$ cat src/rtl/game_sequencer.sv
// Round/level sequencer for frogger: turns collision levels into per-round events,
// holds the playfield in reset for a respawn pause, tracks level, lives and speed bonus.
// Ports: clk, reset (sync, active-high); death_collision, win_collision, restart_request in;
// round_reset, current_level, lives, game_over, level_up, life_lost, speed_bonus out (all registered).
module game_sequencer #(
  parameter int PAUSE_CYCLES = 25_000_000,
  parameter int START_LIVES  = 3,
  parameter int MAX_LEVEL    = 9
) (
  input  logic       clk,
  input  logic       reset,
  input  logic       death_collision,
  input  logic       win_collision,
  input  logic       restart_request,
  output logic       round_reset,
  output logic [3:0] current_level,
  output logic [1:0] lives,
  output logic       game_over,
  output logic       level_up,
  output logic       life_lost,
  output logic [1:0] speed_bonus
);

  localparam int TW = $clog2(PAUSE_CYCLES + 1);
  localparam logic [TW-1:0] LAST_TICK   = TW'(PAUSE_CYCLES - 1);
  localparam logic [3:0]    MAX_LVL     = 4'(MAX_LEVEL);
  localparam logic [1:0]    LIVES_INIT  = 2'(START_LIVES);

  typedef enum logic [1:0] {
    RESPAWN   = 2'd0,
    PLAY      = 2'd1,
    GAME_OVER = 2'd2
  } state_t;

  state_t        state;
  logic [TW-1:0] timer;
  logic [3:0]    next_level;

  function automatic logic [1:0] bonus_of(input logic [3:0] lvl);
    if (lvl >= 4'd6)      return 2'd2;
    else if (lvl >= 4'd3) return 2'd1;
    else                  return 2'd0;
  endfunction

  assign next_level = (current_level == MAX_LVL) ? 4'd0 : current_level + 4'd1;

  // Restart behaves exactly like reset; holding it pins the timer at 0 so the
  // pause only begins counting once it is released.
  always_ff @(posedge clk) begin
    if (reset || restart_request) begin
      state         <= RESPAWN;
      timer         <= '0;
      current_level <= 4'd0;
      lives         <= LIVES_INIT;
      round_reset   <= 1'b1;
      game_over     <= 1'b0;
      level_up      <= 1'b0;
      life_lost     <= 1'b0;
      speed_bonus   <= 2'd0;
    end else begin
      level_up  <= 1'b0;
      life_lost <= 1'b0;
      case (state)
        RESPAWN: begin
          // Timer reaching LAST_TICK means PAUSE_CYCLES cycles of round_reset
          // have elapsed since entry, so release the playfield on this edge.
          if (timer == LAST_TICK) begin
            state       <= PLAY;
            timer       <= '0;
            round_reset <= 1'b0;
          end else begin
            timer       <= timer + TW'(1);
            round_reset <= 1'b1;
          end
        end
        PLAY: begin
          if (win_collision) begin
            // Win outranks a simultaneous death.
            level_up      <= 1'b1;
            current_level <= next_level;
            speed_bonus   <= bonus_of(next_level);
            state         <= RESPAWN;
            timer         <= '0;
            round_reset   <= 1'b1;
          end else if (death_collision && lives != 2'd0) begin
            life_lost   <= 1'b1;
            lives       <= lives - 2'd1;
            timer       <= '0;
            round_reset <= 1'b1;
            if (lives == 2'd1) begin
              state     <= GAME_OVER;
              game_over <= 1'b1;
            end else begin
              state     <= RESPAWN;
            end
          end
        end
        GAME_OVER: begin
          round_reset <= 1'b1;
          game_over   <= 1'b1;
        end
        default: begin
          state       <= RESPAWN;
          timer       <= '0;
          round_reset <= 1'b1;
        end
      endcase
    end
  end

endmodule

$ cat config.mk
export PLATFORM = sky130hd
export DESIGN_NAME = game_sequencer
export DESIGN_NICKNAME = d
export VERILOG_FILES = /design/src/rtl/game_sequencer.sv
export SDC_FILE = /design/constraint.sdc
export NUM_CORES = 1
export LEC_CHECK = 0
export ABC_AREA = 1
export CORE_MARGIN = 10
export CORE_UTILIZATION = 44
export CTS_BUF_LIST = sky130_fd_sc_hd__clkbuf_8 sky130_fd_sc_hd__clkbuf_16
export CTS_CLUSTER_DIAMETER = 150
export DETAILED_ROUTE_END_ITERATION = 6
export PLACE_DENSITY = 0.65
export SYNTH_ARGS = -nofsm -noshare
export SYNTH_HDL_FRONTEND = slang
export SYNTH_SLANG_ARGS = --single-unit
export TNS_END_PERCENT = 100
$ cat constraint.sdc
create_clock -name clk -period 1.5 [get_ports clk]
set_clock_uncertainty 0.05 [all_clocks]
set_input_delay 0.375 -clock clk [delete_from_list [all_inputs] [get_ports clk]]
set_output_delay 0.375 -clock clk [all_outputs]
set_load 0.01 [all_outputs]
Yosys cells after proc, flatten, opt, wreduce, memory -nomap -nowiden
Index checks and enable logic that the tools add are counted.
Widths: inputs -> output; s select.
{"block": "word_totals", "register_bits": 39, "latchBits": 0, "mem_bits_rw": 0, "romBits": 0, "input_bits": 5, "output_inout_bits": 12, "word_cells": 61, "n_memories": 0}
{"block": "classes", "addsub": 3, "mul": 0, "div": 0, "magnitude_cmp": 2, "eq_ne": 10, "shift": 0, "muxes": 22, "bitwise": 3, "n_reduce_logical": 12}
{"operator": "$mux 25", "count": 3}
{"operator": "$pmux 25 s3", "count": 1}
{"operator": "$add 25x1->25 const B", "count": 1}
{"operator": "$eq 25x25->1 const B", "count": 1}
{"operator": "$mux 2", "count": 5}
{"operator": "$mux 1", "count": 9}
{"operator": "$ne 2x2->1 const B", "count": 4}
{"operator": "$pmux 2 s3", "count": 1}
{"operator": "$reduce_and 3->1", "count": 2}
{"operator": "$add 4x1->4 const B", "count": 1}
{"operator": "$eq 2x1->1 const B", "count": 2}
{"operator": "$eq 4x4->1 const B", "count": 1}
{"operator": "$ge 4x2->1 const B", "count": 1}
{"operator": "$ge 4x3->1 const B", "count": 1}
{"operator": "$mux 4", "count": 1}
{"operator": "$pmux 1 s2", "count": 2}
{"operator": "$reduce_and 2->1", "count": 2}
{"operator": "$reduce_and 4->1", "count": 1}
{"operator": "$reduce_bool 2->1", "count": 2}
{"operator": "$ne 3x3->1 const B", "count": 1}
{"operator": "$not 1->1", "count": 3}
{"operator": "$reduce_or 3->1", "count": 1}
{"operator": "$eq 2x2->1 const B", "count": 1}
{"operator": "$logic_not 2->1", "count": 1}
{"operator": "4 further kinds", "count": 4}

Longest topological paths before layout
{"block": "depth", "word_depth": 5, "ltp_mapped": 12}

Least setup slack after synthesis
OpenSTA, ideal clock, no wires.
{"block": "synth_timing", "kind": "register -> register", "start": "register lives[0]", "end": "register timer[7]", "setup_ps": 117, "arrival_time_ps": 1443, "required_time_ps": 1333, "setup_slack_ps": -109, "stages_incl_launch_ff": 11, "period_less_slack_ps": 1609, "cell_sequence": "dfxtp_1 -> inv_1 -> ha_1 -> inv_1 -> nand2_1 -> nand3_2 -> nand2_4 -> buf_2 -> nor2_1 -> xnor2_1 -> nor2_2"}
{"block": "synth_via", "elab_chain_cells": 4}
{"item": "from (decl)", "line": "17", "text": "output logic [1:0] lives,"}
{"item": "from (signal assigned)", "line": "87", "text": "lives <= lives - 2'd1;"}
{"item": "$reduce_bool 2->1", "line": "85", "text": "end else if (death_collision && lives != 2'd0) begin"}
{"item": "$logic_and 1x1->1", "line": "85"}
{"item": "$ne 3x3->1 (no line)"}
{"item": "$reduce_and 2->1 (no line)"}
{"item": "to (signal assigned)", "line": "72", "text": "timer <= timer + TW'(1);"}
{"item": "to (decl)", "line": "36", "text": "logic [TW-1:0] timer;"}
No other way between the ends.
A chain may end at the register's enable or synchronous reset.

Worst setup path in the final report
{"block": "layout_timing", "start": "register timer[1]", "end": "register timer[1]"}
{"block": "layout_via", "elab_chain_cells": 3}
{"item": "$add 25x1->25 / $eq 25x25->1 (equally long branches)", "line": "72, 67"}
{"item": "$mux 25 (*)", "line": "67", "text": "if (timer == LAST_TICK) begin"}
{"item": "$pmux 25 s3 (*)", "line": "63", "text": "case (state)"}
Mark *: on every way between the ends. The rest lies on a longest branch, timed or not.

==> impl_metrics.env <==
export IMPL_rsz0062_at_grt="yes"
export IMPL_clock_latency_ns=0.30
export IMPL_yosys_warnings=0
export IMPL_crit_path_start_kind="flip-flop"
export IMPL_most_common_cell_after_layout_fill_and_taps_aside="sky130_fd_sc_hd__nand2_1"
export IMPL_gp_congestion=0.895
export IMPL_post_detailed_route_via_to_cell_ratio=4.78
export IMPL_synth_yosys_seq_area_share_pct=35.4
export IMPL_cts_htree_levels=2
export IMPL_postSynthNetCount=341
export IMPL_synthToLayoutAreaGrowth_pct=44.8
export IMPL_clock_fmax_mhz=627
export IMPL_synth_avg_cell_area_um2=6.66
export IMPL_dp_cells=464
export IMPL_cts_tree="built"
export IMPL_area_sequential_um2=802
export IMPL_dpl_cell_area_mm2=0.00288
export IMPL_dieWidth_um=90.8
export IMPL_final_cells=482
export IMPL_clock_root_buffer="sky130_fd_sc_hd__clkbuf_8"
export IMPL_synth_cell_area_mm2=0.00220
export IMPL_final_design_area_no_fill_mm2=0.00319
export IMPL_setup_slack_ns=-0.0961
export IMPL_violated_checks="negative setup slack"
export IMPL_routed_wirelength_um=5640
export IMPL_cp_arrival_ns=1.74
export IMPL_place_port_buffers=16
export IMPL_status="finished with violations"
export IMPL_placement_rows=25
export IMPL_final_setup_viol_count=22
export IMPL_timing_critical_path_fanout_max=3
export IMPL_finalNetCount=424
export IMPL_yosysTopAreaCell="sky130_fd_sc_hd__dfxtp_1"
export IMPL_critical_path_required_ns=1.64
export IMPL_post_synth_num_cell_types=27
export IMPL_critPathCaptureType="flip-flop"
export IMPL_synth_cells=331
export IMPL_final_util_pct=66.7
export IMPL_async_reset_ff_share_pct=0
export IMPL_first_pass_grt_wire_length_um=9510
export IMPL_vdd_drop_max_mv=0.389
export IMPL_total_leakage_power_nw=1.29
export IMPL_fillers=432
export IMPL_numClockSinks=39
export IMPL_multiInputGateArea_mm2=0.00138
export IMPL_initial_utilization_pct=46.1
export IMPL_wl_per_cell_um=11.7
export IMPL_die_height_um=90.8
export IMPL_total_power_w=0.00183
export IMPL_remaining_drc_errors=0
export IMPL_vias=2304
export IMPL_pwr_density_cell_mw_per_mm2=573
export IMPL_vias_in_the_first_global_route=2185
export IMPL_tightestPinTransition_ns=0.242
export IMPL_grt_overflow_total=0
export IMPL_synthDominantCellAreaShare_pct=35.4
export IMPL_placeableCoreArea_mm2=0.00479
export IMPL_postSynth_topFlopCell="sky130_fd_sc_hd__dfxtp_1"
export IMPL_clkTransAtPathRegs_ns=0.08
export IMPL_worstHoldPathType="reg2reg"
export IMPL_initial_antenna_violation_count=0
export IMPL_clockBufferDepth=2
export IMPL_synth_enable_flop_cells=0
export IMPL_postSynthRegisterBits=39
export IMPL_1st_pass_router_iterations=4
export IMPL_number_of_cts_inserted_buffers=5
export IMPL_timing_final_hold_violations=0
export IMPL_dr_first_iter_drc_count=121
export IMPL_setup_worst_path_class="reg2reg"
export IMPL_maxSlewViolCount=0
export IMPL_n_antenna_cell=0
export IMPL_layout_cells_most_common_list="sky130_fd_sc_hd__nand2_1, sky130_fd_sc_hd__buf_4, sky130_fd_sc_hd__nor2_1"
export IMPL_detail_route_antenna_nets=0
export IMPL_period_minus_slack_ns=1.60
export IMPL_cts_hold_buffers=0
export IMPL_timing_max_cap_violations=0
export IMPL_final_min_period_over_clock_period_pct=106
export IMPL_die_area_mm2=0.00824
export IMPL_maxSlewHeadroom_pct=83.8
export IMPL_post_route_cells_drive_above_1_share_pct=33.5
export IMPL_half_perimeter_wire_length_of_the_detailed_placement_result_um=4100
export IMPL_pin_count_of_the_biggest_net_entering_global_routing=13
export IMPL_synth_top_cells_by_area="sky130_fd_sc_hd__dfxtp_1, sky130_fd_sc_hd__nand2_1, sky130_fd_sc_hd__nor2_1"
export IMPL_ios=17
export IMPL_gr_usage_all_layers_pct=13.6
-- worst paths after layout --
path,slack [ns],cells past startpoint,start,to
setup / recovery,-0.1,11,timer[1],timer[1]
hold / removal,0.41,2,speed_bonus[0],speed_bonus[0]
setup reg to reg,-0.1,11,timer[1],timer[1]
hold reg to reg,0.41,2,speed_bonus[0],speed_bonus[0]
-- registers in the layout, summed over array words and instances, names as in the netlist --
signal         count
round_reset        1
lives              2
state              2
level_up           1
current_level      4
life_lost          1
speed_bonus        2
game_over          1
timer             25
-- where the power goes --
part           total [W]  internal [W]  switching [W]
Clock           0.000706      0.000318       0.000388
Combinational  0.0000894     0.0000460      0.0000434
Sequential       0.00104       0.00103     0.00000255
Total            0.00183       0.00140       0.000434
-- metal layers --
layer  track usage (%)  part of all wire, %  up-vias
li1                  -                    -     1209
met1              16.1                   44     1033
met2              22.6                   48       51
met3              4.16                  5.9       11
met4              4.70                  1.8        0
met5                 0                    0        -
-- cell usage after synthesis (3+ instances only) --
cell,number
sky130_fd_sc_hd__nor3_1,6
sky130_fd_sc_hd__nor2_4,3
sky130_fd_sc_hd__xnor2_1,4
sky130_fd_sc_hd__dfxtp_1,39
sky130_fd_sc_hd__nor2_1,54
sky130_fd_sc_hd__nor2_2,13
sky130_fd_sc_hd__nand4_1,9
sky130_fd_sc_hd__a21oi_1,13
sky130_fd_sc_hd__nand3_1,22
sky130_fd_sc_hd__o21ai_0,11
sky130_fd_sc_hd__xor2_1,8
sky130_fd_sc_hd__inv_1,44
sky130_fd_sc_hd__nand2_1,81
sky130_fd_sc_hd__ha_1,5
-- final cells by class --
class                           count  share of cell area (%)
Clock inverter                      3                   0.509
Tap cell                           67                    2.63
Multi-Input combinational cell    243                    43.1
Sequential cell                    39                    25.1
Timing Repair Buffer               79                    20.8
Clock buffer                        5                    2.16
Inverter                           46                    5.64
-- through the flow --
| stage | TNS [ns] | hold slack (ns) | setup WS (ns) |
|---|---|---|---|
| 2_1_floorplan | 0 | 0.424 | 0.00672 |
| 3_3_place_gp | -8.36 | 0.387 | -0.311 |
| 3_5_place_dp | -9.19 | 0.400 | -0.340 |
| 4_1_cts | -1.04 | 0.413 | -0.0869 |
| 5_1_grt | -4.01 | 0.428 | -0.202 |
| 6_report | -1.52 | 0.409 | -0.0961 |
-- worst max-delay path, cell delays in order (launching register included) --
cell and delay, ns:
sky130_fd_sc_hd__dfxtp_2 0.36, sky130_fd_sc_hd__ha_4 0.15, sky130_fd_sc_hd__nand3_4 0.09, sky130_fd_sc_hd__buf_4 0.14, sky130_fd_sc_hd__buf_6 0.10, sky130_fd_sc_hd__buf_4 0.13, sky130_fd_sc_hd__inv_1 0.04, sky130_fd_sc_hd__nand2_1 0.05
sky130_fd_sc_hd__nor2_1 0.13, sky130_fd_sc_hd__nand2_1 0.11, sky130_fd_sc_hd__nand3_1 0.08, sky130_fd_sc_hd__a21oi_1 0.06
-- timing repair --
item / in CTS / in global routing
cloned: 1 / 0
endpoints found under the setup margin: 33 / 35
pin swaps: 13 / 13
resized for setup: 34 / 45
setup buffers: 7 / 5
-- cell families (layout without fill, tap and decap cells) --
| group | count (synthesis) | count (layout) | synth area share [%] |
|---|---|---|---|
| DFF | 39 | 39 | 35.4 |
| adders and majority gates | 5 | 5 | 2.84 |
| and+or+nand+nor | 197 | 197 | 40.6 |
| buffers and inverters | 49 | 133 | 9.19 |
| AOI/OAI and AO/OA | 29 | 29 | 7.21 |
| xor gates and xnor gates | 12 | 12 | 4.77 |
Power figures use the tool's default switching activity.
